<file path="src/rtl/fp_div_seq.sv">
// Sequential signed fixed-point divider: restoring division on magnitudes, saturating result.
// Latency: start accepted at edge k, done high in the cycle after edge k+D+1 (D = W_in + W_out_F).
// Backpressure: start is ignored while the divider is working; one operation in flight at a time.
module fp_div_seq #(
    parameter int W_in    = 16,
    parameter int W_in_F  = 14,
    parameter int W_out   = 16,
    parameter int W_out_F = 14
) (
    input  logic                 clk,
    input  logic                 rst,
    input  logic                 start,
    input  logic [W_in-1:0]      a,
    input  logic [W_in-1:0]      b,
    output logic                 busy,
    output logic                 done,
    output logic [W_out-1:0]     QUOTIENT,
    output logic                 OVERFLOW,
    output logic                 UNDERFLOW,
    output logic                 DIV_ZERO
);

    // a and b share one binary point, so their fractional bits cancel in A/B;
    // only the output fraction width sets how far the dividend is pre-shifted.
    localparam int SHIFT = W_out_F + (W_in_F - W_in_F);
    localparam int D     = W_in + SHIFT;
    localparam int CW    = $clog2(D);

    localparam logic [D-1:0]     LIM     = {{(D-W_out){1'b0}}, 1'b1, {(W_out-1){1'b0}}};
    localparam logic [D-1:0]     QMAX_D  = LIM - 1'b1;
    localparam logic [W_out-1:0] QMAX    = {1'b0, {(W_out-1){1'b1}}};
    localparam logic [W_out-1:0] QMIN    = {1'b1, {(W_out-1){1'b0}}};

    typedef enum logic [1:0] {IDLE, CALC, DONE} state_t;

    state_t          state;
    logic [CW-1:0]   cnt;
    logic [D-1:0]    dvd;    // remaining dividend bits, consumed MSB first
    logic [W_in-1:0] dvs;    // divisor magnitude
    logic [W_in-1:0] rem;    // partial remainder, always < dvs so W_in bits suffice
    logic [D-1:0]    quo;    // quotient magnitude being built
    logic            neg;
    logic            a_neg;
    logic            dz;

    logic [W_in-1:0] a_mag;
    logic [W_in-1:0] b_mag;
    logic [W_in:0]   rem_sh;
    logic            ge;
    logic [W_out-1:0] sat_q;
    logic            sat_ovf;
    logic            sat_unf;

    // Operand magnitudes; -2^(W_in-1) wraps to the unsigned value 2^(W_in-1), which is correct.
    assign a_mag = a[W_in-1] ? (~a + 1'b1) : a;
    assign b_mag = b[W_in-1] ? (~b + 1'b1) : b;

    // One restoring step: shift in the next dividend bit and trial-compare against the divisor.
    always_comb begin
        rem_sh = {rem, dvd[D-1]};
        ge     = (rem_sh >= {1'b0, dvs});
    end

    // Apply sign and saturation to the finished magnitude; divide-by-zero overrides everything.
    always_comb begin
        sat_q   = '0;
        sat_ovf = 1'b0;
        sat_unf = 1'b0;
        if (dz) begin
            sat_q = a_neg ? QMIN : QMAX;
        end else if (!neg) begin
            if (quo > QMAX_D) begin
                sat_q   = QMAX;
                sat_ovf = 1'b1;
            end else begin
                sat_q = quo[W_out-1:0];
            end
        end else begin
            if (quo > LIM) begin
                sat_q   = QMIN;
                sat_unf = 1'b1;
            end else begin
                sat_q = ~quo[W_out-1:0] + 1'b1;
            end
        end
    end

    // Control FSM with datapath registers and registered outputs.
    always_ff @(posedge clk or posedge rst) begin
        if (rst) begin
            state     <= IDLE;
            cnt       <= '0;
            dvd       <= '0;
            dvs       <= '0;
            rem       <= '0;
            quo       <= '0;
            neg       <= 1'b0;
            a_neg     <= 1'b0;
            dz        <= 1'b0;
            busy      <= 1'b0;
            done      <= 1'b0;
            QUOTIENT  <= '0;
            OVERFLOW  <= 1'b0;
            UNDERFLOW <= 1'b0;
            DIV_ZERO  <= 1'b0;
        end else begin
            done <= 1'b0;
            case (state)
                IDLE: begin
                    if (start) begin
                        dvd   <= {a_mag, {SHIFT{1'b0}}};
                        dvs   <= b_mag;
                        rem   <= '0;
                        quo   <= '0;
                        neg   <= a[W_in-1] ^ b[W_in-1];
                        a_neg <= a[W_in-1];
                        dz    <= (b == '0);
                        cnt   <= '0;
                        busy  <= 1'b1;
                        state <= CALC;
                    end
                end
                CALC: begin
                    dvd <= {dvd[D-2:0], 1'b0};
                    if (ge) begin
                        rem <= W_in'(rem_sh - {1'b0, dvs});
                        quo <= {quo[D-2:0], 1'b1};
                    end else begin
                        rem <= rem_sh[W_in-1:0];
                        quo <= {quo[D-2:0], 1'b0};
                    end
                    if (cnt == CW'(D-1)) begin
                        busy  <= 1'b0;
                        state <= DONE;
                    end else begin
                        cnt <= cnt + 1'b1;
                    end
                end
                DONE: begin
                    QUOTIENT  <= sat_q;
                    OVERFLOW  <= sat_ovf;
                    UNDERFLOW <= sat_unf;
                    DIV_ZERO  <= dz;
                    done      <= 1'b1;
                    state     <= IDLE;
                end
                default: state <= IDLE;
            endcase
        end
    end

endmodule
</file>
<file path="config.mk">
export PLATFORM = sky130hd
export DESIGN_NAME = fp_div_seq
export DESIGN_NICKNAME = d
export VERILOG_FILES = /design/src/rtl/fp_div_seq.sv
export SDC_FILE = /design/constraint.sdc
export NUM_CORES = 1
export LEC_CHECK = 0
export CAP_MARGIN = 25
export CORE_ASPECT_RATIO = 0.6
export CORE_MARGIN = 2
export CORE_UTILIZATION = 58
export DETAILED_ROUTE_END_ITERATION = 6
export GPL_TIMING_DRIVEN = 0
export PLACE_DENSITY = 0.8
export SLEW_MARGIN = 10
export SYNTH_ARGS = -nofsm -noshare
export SYNTH_HDL_FRONTEND = slang
export SYNTH_SLANG_ARGS = --single-unit
</file>
<file path="constraint.sdc">
create_clock -name clk -period 4.53 [get_ports clk]
set_clock_uncertainty 0.1 [all_clocks]
set_input_delay 0.6795 -clock clk [delete_from_list [all_inputs] [get_ports clk]]
set_output_delay 0.6795 -clock clk [all_outputs]
set_load 0.05 [all_outputs]
</file>
==> results.json <==
{
  "clock_sinks": 109,
  "end_kind": "flip-flop",
  "synth_fa_ha_area_share_pct": 4.54,
  "cts_buffer_depth": 2,
  "power_frac_seq_pct": 29.9,
  "min_path_type": "flip-flop to flip-flop",
  "synth-compound-area-share_pct": 23.8,
  "synth_cells": 682,
  "postCtsSetupRepairBufs": 0,
  "pwr-share-clk_pct": 12.9,
  "synth_edf_count": 0,
  "nets": 805,
  "cts_resized": 0,
  "routed_via_density": 6.12,
  "power.share.combinational_pct": 57.3,
  "gp_congestion": 0.917,
  "leakagePower_nw": 3.09,
  "maxCapViolCount": 0,
  "start_util_pct": 59.1,
  "core_area_um2": 10500,
  "run_status": "complete, no violations",
  "port_buffers": 54,
  "design_area_um2": 7250,
  "grtUsageTotal_pct": 29.8,
  "power_density_nw_per_um2": 799,
  "synth_mux_area_share_pct": 0.483,
  "syn_nets": 739,
  "finalCritPeriodShare_pct": 68.7,
  "vias": 5454,
  "final_cell_mix": "dfrtp_1 (109), nand2_1 (86), o21ai_0 (75)",
  "hold_violations": 0,
  "grt_max_degree": 95,
  "rsz0062_at_grt": "false",
  "worst_slew_pin_slew_ns": 0.985,
  "internal_power_mw": 3.07,
  "crit_fanout": 10,
  "wl_mm": 16.2,
  "yosys.area_share.simple_pct": 15.1,
  "cts_tree": "yes",
  "io_pins": 56,
  "dieArea_um2": 11600,
  "clockRootBuffer": "clkbuf_16",
  "clk_pin_slew_ns": 0.07,
  "avgSynthCellArea_um2": 9.13,
  "dpl.hpwl_mm": 12.2,
  "postSynth.asyncResetShare_pct": 100,
  "drt_iter0_drc": 519,
  "layout_min_cycle_time_ns": 3.11,
  "rows": 29,
  "wl_per_cell_um": 18.2,
  "cp-start-kind": "flip-flop",
  "p_total_mw": 5.79,
  "n_antenna_cell": 0,
  "antenna_found_initial": 0,
  "layout-drive-gt1-share_pct": 5.59,
  "grt_pass1_wl_mm": 27.0,
  "cts_inserted_buffers": 9,
  "peakVddDrop_uv": 431,
  "drcViolationCount": 0,
  "postCtsHoldBufs": 0,
  "yosys.cell_types.count": 70,
  "placed_area_um2": 6970,
  "yosysWarnings": 0,
  "fmax_ghz": 0.321,
  "grt_pass1_vias": 5264,
  "required_ns": 4.64,
  "final_common_cell": "dfrtp_1",
  "dieWidth_um": 138,
  "ys_ff_latch": 109,
  "syn_area_um2": 6220,
  "r2r_cells": 12,
  "synth_top_family_by_area": "compound AO/OA/AOI/OAI gates",
  "path_class": "flip-flop to flip-flop",
  "slew_viol_final": 0,
  "p_sw_share_pct": 47.0,
  "cts.htree.levels": 3,
  "insertion_delay_ns": 0.35,
  "ys_seq_area_share_pct": 43.8,
  "whs_ns": 0.387,
  "setup_violations": 0,
  "crit_arrival_ns": 3.22,
  "dpl.cell_count": 876,
  "synth_flop_cell": "dfrtp_1",
  "max_slew_margin_pct": 33.4,
  "stdcell_count": 891,
  "dr.pass1.iters": 5,
  "detail-route-antenna-nets": 0,
  "synth_xor_area_share_pct": 7.32,
  "gr-total-overflow": 0,
  "p_sw_mw": 2.72,
  "whs_path_depth": 2,
  "syn2layout_area_growth_pct": 16.4,
  "die_h_um": 84.2
}
[logic make-up (layout without fill, tap and decap cells)]
kind of cell    Yosys count  after routing
compound gates          229            229
simple gates            197            197
flops                   109            109
buf+inv                  70            140
xor+xnor                 52             52
fa+ha+maj                22             22
mux                       3              3
[synth_stat cells (8+ instances only)]
library cell / count / area [µm²]
o21ai_1: 12 / 60.1
ha_1: 21 / 263
a21o_1: 9 / 67.6
dfrtp_1: 109 / 2730
nand2b_1: 10 / 62.6
a22oi_1: 9 / 67.6
nor2_1: 37 / 139
xor2_1: 31 / 272
a21oi_1: 44 / 220
clkbuf_1: 28 / 105
o21ai_0: 75 / 375
nand2_1: 86 / 323
o31ai_1: 8 / 60.1
inv_1: 31 / 116
nand3_1: 11 / 55.1
a22o_1: 27 / 236
xnor2_1: 21 / 184
[per-stage QoR]
step | setup slack (ns) | util, % | TNS, ns
after floorplan | 0.877 | - | 0
after CTS | 1.47 | 68.9 | 0
final | 1.42 | 68.9 | 0
after global placement | -0.548 | 65.9 | -58.57
after global routing | 1.26 | 68.9 | 0
after detailed placement | 1.20 | 66.2 | 0
[worst paths after layout]
check | startpoint | to | slack (ns)
setup / recovery | rem[11]$_DFFE_PP0P_ | rem[5]$_DFFE_PP0P_ | 1.42
hold / removal | dvs[11]$_DFFE_PP0P_ | dvs[11]$_DFFE_PP0P_ | 0.39
setup reg to reg | rem[11]$_DFFE_PP0P_ | rem[5]$_DFFE_PP0P_ | 1.42
hold reg to reg | dvs[11]$_DFFE_PP0P_ | dvs[11]$_DFFE_PP0P_ | 0.39
max in group asynchronous | rst | rem[10]$_DFFE_PP0P_ | 3.10
min in group asynchronous | rst | rem[3]$_DFFE_PP0P_ | 0.53
[flip-flops by register name (all words and copies together), names as in the netlist]
name       flops
neg            1
done           1
dz             1
busy           1
state          2
quo           30
a_neg          1
UNDERFLOW      1
dvd           16
OVERFLOW       1
cnt            5
dvs           16
rem           16
DIV_ZERO       1
QUOTIENT      16
[power by group through the flow]
stage	clock network, mW	logic, mW	registers, mW
2_1_floorplan	0	2.28	1.78
3_3_place_gp	0	3.08	1.70
3_5_place_dp	0	3.23	1.73
4_1_cts	0.750	3.25	1.72
5_1_grt	0.787	3.64	1.78
6_report	0.745	3.31	1.73
[per-layer routing]
layer	global-route usage [%]	share of wire (%)	routed length, µm
met1	46.7	50	8150
met2	42.4	42	6820
met5	0	0	0
met3	6.46	6.7	1080
met4	6.49	0.81	131
[worst max-delay path, stage by stage (launching register included)]
cell and delay (ns):
dfrtp_1 0.40, ha_1 0.27, clkbuf_1 0.19, a21o_1 0.26, a311oi_1 0.24, a21oi_1 0.10, a2111oi_0 0.43, o41a_1 0.22
buf_2 0.18, buf_2 0.26, nor2_1 0.08, a21oi_1 0.14, o21ai_0 0.10
[final cells by class]
| type | instances | area [µm²] |
|---|---|---|
| timing repair buffer | 55 | 568 |
| multi-input combinational | 503 | 3190 |
| fill | 840 | 3280 |
| inverter | 31 | 121 |
| sequential | 109 | 2730 |
| clock buffer | 11 | 243 |
| buffer | 39 | 188 |
| tap | 139 | 174 |
| clock inverter | 4 | 32.5 |
(Power assumes the default switching activity.)
